File: src/rtl/clock_controller_pkg.sv
// Shared types for the CPU clock-enable controller: FSM states, speed select
// encodings and button lane indices.
package clock_controller_pkg;

  typedef enum logic [1:0] {
    ST_STOP = 2'b00,
    ST_RUN  = 2'b01,
    ST_HALT = 2'b10
  } ctrl_state_e;

  typedef enum logic [1:0] {
    SPD_MANUAL = 2'b00,
    SPD_VLF    = 2'b01,
    SPD_LF     = 2'b10,
    SPD_HF     = 2'b11
  } speed_sel_e;

  localparam int NUM_BTN  = 2;
  localparam int BTN_RUN  = 0;
  localparam int BTN_STEP = 1;

  function automatic logic rise(input logic cur, input logic prev);
    return cur & ~prev;
  endfunction

endpackage

File: src/rtl/clock_controller_debouncer.sv
// One button lane: 2-FF synchronizer, stability-count debouncer and a
// one-cycle pulse on each accepted press.
module button_debouncer
  import clock_controller_pkg::*;
#(
  parameter int DEBOUNCE_CYCLES = 1_000_000
) (
  input  logic clock_in,
  input  logic reset_n,
  input  logic i_btn,
  output logic o_pulse
);

  localparam int            CW   = $clog2(DEBOUNCE_CYCLES + 1);
  localparam logic [CW-1:0] LAST = CW'(DEBOUNCE_CYCLES - 1);

  logic          r_sync1, r_sync2, r_level, r_pulse;
  logic [CW-1:0] r_cnt;
  logic          w_differs, w_adopt, w_level_nxt;

  assign w_differs   = r_sync2 != r_level;
  // Adopt on the Nth consecutive differing cycle; a match clears the count.
  assign w_adopt     = w_differs && (r_cnt == LAST);
  assign w_level_nxt = w_adopt ? r_sync2 : r_level;

  always_ff @(posedge clock_in) begin
    if (!reset_n) begin
      r_sync1 <= 1'b0;
      r_sync2 <= 1'b0;
      r_level <= 1'b0;
      r_pulse <= 1'b0;
      r_cnt   <= '0;
    end else begin
      r_sync1 <= i_btn;
      r_sync2 <= r_sync1;
      r_level <= w_level_nxt;
      r_pulse <= rise(w_level_nxt, r_level);
      if (!w_differs || w_adopt) r_cnt <= '0;
      else                       r_cnt <= r_cnt + 1'b1;
    end
  end

  assign o_pulse = r_pulse;

endmodule

File: src/rtl/clock_controller.sv
// CPU clock-enable controller: run/stop/halt FSM issuing single-cycle cpu_ce
// pulses from a selected divider edge or a debounced single-step button.
module clock_controller
  import clock_controller_pkg::*;
#(
  parameter int DEBOUNCE_CYCLES = 1_000_000
) (
  input  logic        clock_in,
  input  logic        reset_n,
  input  logic        div_vlf,
  input  logic        div_lf,
  input  logic        div_hf,
  input  logic [1:0]  speed_sel,
  input  logic        run_btn,
  input  logic        step_btn,
  input  logic        halt_req,
  output logic        cpu_ce,
  output logic [1:0]  ctrl_state,
  output logic [15:0] ce_count
);

  logic [NUM_BTN-1:0] w_btn, w_pulse;
  logic               w_run_pulse, w_step_pulse;

  assign w_btn[BTN_RUN]  = run_btn;
  assign w_btn[BTN_STEP] = step_btn;

  generate
    for (genvar g = 0; g < NUM_BTN; g++) begin : g_btn
      button_debouncer #(
        .DEBOUNCE_CYCLES(DEBOUNCE_CYCLES)
      ) u_deb (
        .clock_in(clock_in),
        .reset_n (reset_n),
        .i_btn   (w_btn[g]),
        .o_pulse (w_pulse[g])
      );
    end
  endgenerate

  assign w_run_pulse  = w_pulse[BTN_RUN];
  assign w_step_pulse = w_pulse[BTN_STEP];

  // All three history bits track every cycle, so a speed change only ever
  // exposes a genuine rising edge, never a stale one.
  logic [2:0] w_div, r_div_prev, w_div_rise;
  logic       w_tick;

  assign w_div      = {div_hf, div_lf, div_vlf};
  assign w_div_rise = w_div & ~r_div_prev;

  always_comb begin
    w_tick = 1'b0;
    case (speed_sel)
      SPD_VLF: w_tick = w_div_rise[0];
      SPD_LF:  w_tick = w_div_rise[1];
      SPD_HF:  w_tick = w_div_rise[2];
      default: w_tick = 1'b0;
    endcase
  end

  ctrl_state_e r_state, w_state_nxt;
  logic        w_ce_nxt, r_cpu_ce;
  logic [15:0] r_ce_count;

  always_comb begin
    w_state_nxt = r_state;
    w_ce_nxt    = 1'b0;
    case (r_state)
      ST_STOP: begin
        if (w_run_pulse)       w_state_nxt = ST_RUN;
        else if (w_step_pulse) w_ce_nxt    = 1'b1;
      end
      ST_RUN: begin
        // Halt outranks both run and the coincident tick.
        if (halt_req)         w_state_nxt = ST_HALT;
        else if (w_run_pulse) w_state_nxt = ST_STOP;
        else if (w_tick)      w_ce_nxt    = 1'b1;
      end
      ST_HALT: begin
        if (w_run_pulse) w_state_nxt = ST_STOP;
      end
      default: w_state_nxt = ST_STOP;
    endcase
  end

  always_ff @(posedge clock_in) begin
    if (!reset_n) begin
      r_state    <= ST_STOP;
      r_cpu_ce   <= 1'b0;
      r_ce_count <= '0;
      r_div_prev <= '0;
    end else begin
      r_state    <= w_state_nxt;
      r_cpu_ce   <= w_ce_nxt;
      r_div_prev <= w_div;
      if (r_cpu_ce) r_ce_count <= r_ce_count + 16'd1;
    end
  end

  assign cpu_ce     = r_cpu_ce;
  assign ctrl_state = r_state;
  assign ce_count   = r_ce_count;

endmodule

File: config.mk
export PLATFORM = sky130hd
export DESIGN_NAME = clock_controller
export DESIGN_NICKNAME = d
export VERILOG_FILES = /design/src/rtl/clock_controller_pkg.sv /design/src/rtl/clock_controller_debouncer.sv /design/src/rtl/clock_controller.sv
export SDC_FILE = /design/constraint.sdc
export NUM_CORES = 1
export LEC_CHECK = 0
export ABC_AREA = 1
export BUFFER_PORTS_ARGS = -buffer_cell sky130_fd_sc_hd__buf_2
export CAP_MARGIN = 20
export CELL_PAD_IN_SITES_DETAIL_PLACEMENT = 1
export CELL_PAD_IN_SITES_GLOBAL_PLACEMENT = 1
export CORE_MARGIN = 2
export CORE_UTILIZATION = 48
export CTS_BUF_LIST = sky130_fd_sc_hd__clkbuf_4
export DETAILED_ROUTE_END_ITERATION = 7
export MAX_ROUTING_LAYER = met4
export PLACE_DENSITY = 0.84
export SLEW_MARGIN = 10
export SYNTH_ARGS = -nofsm -noshare
export SYNTH_HDL_FRONTEND = slang
export SYNTH_HIERARCHICAL = 1
export SYNTH_SLANG_ARGS = --single-unit
export TNS_END_PERCENT = 10
File: constraint.sdc
create_clock -name clock_in -period 2.4 [get_ports clock_in]
set_input_delay 0.36 -clock clock_in [delete_from_list [all_inputs] [get_ports clock_in]]
set_output_delay 0.36 -clock clock_in [all_outputs]
set_load 0.005 [all_outputs]
==> impl_results.md <==
- Via Count: 3219
- Worst-path fanout max: 4
- Routed wire length: 8587 microns
- Clk sinks: 70
- CTS Root Cell: clkbuf_4
- Post-synth EDFFs: 0
- Setup crit start kind: flip-flop
- H-tree depth: 3
- Commonest cells in the netlist: nand2_1, nor2_1, dfxtp_1
- Synth-to-layout area growth: 10.87%
- Core area: 7176 sq um
- Sw Pwr: 0.4823 mW
- Synth area leader: dfxtp_1
- Rows: 31
- Combinational cell fraction of total power: roughly 2.2%
- Maxcap violations: 0
- Starting Density: 49.24%
- Total grt overflow: 0
- Share of cells above drive strength 1: 17.96%
- Register area share after synthesis: 39.66%
- DRC: 0
- Setup violators final: 0
- Share of power burned in registers: between 50 and 60%
- Clock Power Share: 41.8%
- Power, Total: 2.091 mW
- Ports: 29
- Placer Congestion: about 0.8
- Warnings, synthesis: 6
- HPWL reported at the end of detailed placement: 6325 microns
- CTS tree: built
- Average wire per standard cell: 13.44 microns
- Inserted Diodes: 0
- Max VDD drop: 215.9 uV
- Num CTS Buffers: 9
- Largest cells by area after synthesis: dfxtp_1, nand2_1, nor2_1
- Max incr delay on CP: 400 ps
- FMAX: 628.4 MHz
- Via/cell ratio: 5.038
- CP bufs+invs: 1
- Final slew viol count: 0
- Port-buffer cells: 28
- Vias in the first global route: approximately 3400
- Die W: between 80 and 90 microns
- RSZ-0062 raised after global routing: no
- Syn Area/Cell: 7.081 sq um
- Initial DRC count: 60
- Crit path capture type: flip-flop
- Slowest CP cell: dfxtp_1
- Clock-pin slew on the worst setup and hold paths: 130 ps
- Switching share of power: 23.07%
- Fin crit share: roughly two thirds
- Crit path DAT: ~1900 ps
- Synth unique cells: 30
- Top-count cell post-synth: nand2_1
- Post-Syn Nets: 512
- Post-CTS Hold Buffers: 0
- Critical path class: reg2reg
- Total GRT Usage: 23.81%
- Die H: 89.80 microns
- Final hold viol count: 0
- Worst Tran Pin Value: 454.2 ps
- Initial antenna violation count: 0
- Status: finished clean
- Worst skew pair latency: 420 ps
- Post-Route Setup TNS: 0 ps
- Cell breakdown of the critical path: ha_1 > nand3_2 > inv_1 > nand2_2 > nor2_1 > nand3_1 > nand3_1 > nor2_1
- Leak pwr: 1.465 nW
- Min Tclk post-route: 1591 ps
- Top delay family on crit path: simple AND/OR/NAND/NOR gates
- Post-DRT Antenna Nets: 0
- Synth top area share: 39.66%
- Postcts setup bufs: 0
- CTS Buffer Depth: 2
- Worst min-delay path category: in2reg
- FF+latch count, synth: 70
- Post-Route Skew: 17.17 ps
- Largest net degree at the start of global routing: 27
- Fin util: 54.59%
- Post-CTS Resized: 0
- Cell area after synthesis: 3533 sq um
- Max_slew headroom: 69.72%
- Power Density: around 530 nW/um^2
- Most used flip-flop cell after synthesis: dfxtp_1
- CP Data Required Time: 2720 ps
- Nets: 548
- Drt pass-1 iters: 4
- Mapped Cells: 499
- Post-synth ARST share: 0%
- First-pass GRT wire length: 15530 microns
- Full die area: 8063 sq um
- Internal power: roughly 1.6 mW
## power groups by stage
stage	sequential [mW]	combinational, mW	clock (mW)
5_1_grt	1.17	0.0533	0.965
4_1_cts	1.17	0.0464	0.907
2_1_floorplan	1.20	0.0311	0
6_report	1.17	0.0460	0.874
3_3_place_gp	1.20	0.0439	0
3_5_place_dp	1.20	0.0456	0
## sequential cells by signal, indices dropped and copies added, names as in the netlist
name	cells
g_btn.u_deb/r_sync1	2
g_btn.u_deb/r_level	2
g_btn.u_deb/o_pulse	2
cpu_ce	1
g_btn.u_deb/r_sync2	2
ce_count	16
r_div_prev	3
g_btn.u_deb/r_cnt	40
ctrl_state	2
## layout make-up
type	count	area, sq um
Multi-Input combinational cell	362	1844
Inverter	64	242.7
Tap cell	99	123.9
Fill cell	993	3258
Clock buffer	9	67.56
Clock inverter	7	97.59
Timing Repair Buffer	28	140.1
Sequential cell	70	1401
## worst reg2reg max path: stages (launching register included)
cell and delay (ps):
dfxtp_1 400, ha_1 220, nand3_2 170, inv_1 140, nand2_2 100, nor2_1 240, nand3_1 110, nand3_1 90
nor2_1 40
## logic make-up after synthesis
group                    share of synthesized area (%)
AO/OA/AOI/OAI                                    7.118
XOR/XNOR                                         4.462
adder cells (fa/ha/maj)                          1.062
buffers and inverters                            8.144
flip-flops                                       39.66
AND/OR/NAND/NOR                                  39.55
## routing by layer
| layer | part of all wire, % | track usage (%) | vias up |
|---|---|---|---|
| met2 | 50 | 41.29 | 40 |
| li1 | - | - | 1649 |
| met4 | 0.84 | 6.154 | 0 |
| met1 | 46 | 28.54 | 1523 |
| met3 | 3.1 | 4.694 | 7 |
| met5 | 0 | - | - |
## through the flow
stage | cell area (sq um) | hold slack (ps) | setup WS, ps | cells
after floorplan | 3533 | 390.0 | 1052 | 499
after global placement | 3752 | 400.1 | 801.2 | 623
after detailed placement | 3752 | 416.3 | 750.8 | 623
after CTS | 3918 | 94.91 | 806.5 | 639
after global routing | 3918 | 97.01 | 693.2 | 639
final | 3918 | 123.7 | 808.6 | 639
## cell usage in the layout (no fill, tap or decap), types with 3 or more instances in the layout
cell type and instances:
a21oi_1 26, nand3_1 33, nor2_4 4, inv_1 62, nand2_1 109, clkbuf_4 9
nor3_1 4, nor2_2 28, nand4_1 12, xnor2_1 6, nand3_2 6, o21bai_1 4
clkinv_2 3, nor2_1 82, xor2_1 12, o21ai_0 11, nand2_4 3, nand2_2 5
dfxtp_1 70, ha_1 3, buf_2 28
## final timing paths
path	start	to	slack [ps]	depth (start not counted)
worst max-delay path	g_btn[0].u_deb/r_cnt[0]	g_btn[0].u_deb/r_cnt[18]	810	8
worst min register to register	g_btn[0].u_deb/r_sync1	g_btn[0].u_deb/r_sync2	450	2
worst min-delay path	run_btn	g_btn[0].u_deb/r_sync1	120	3
worst max register to register	g_btn[0].u_deb/r_cnt[0]	g_btn[0].u_deb/r_cnt[18]	810	8
(Power assumes the default switching activity.)
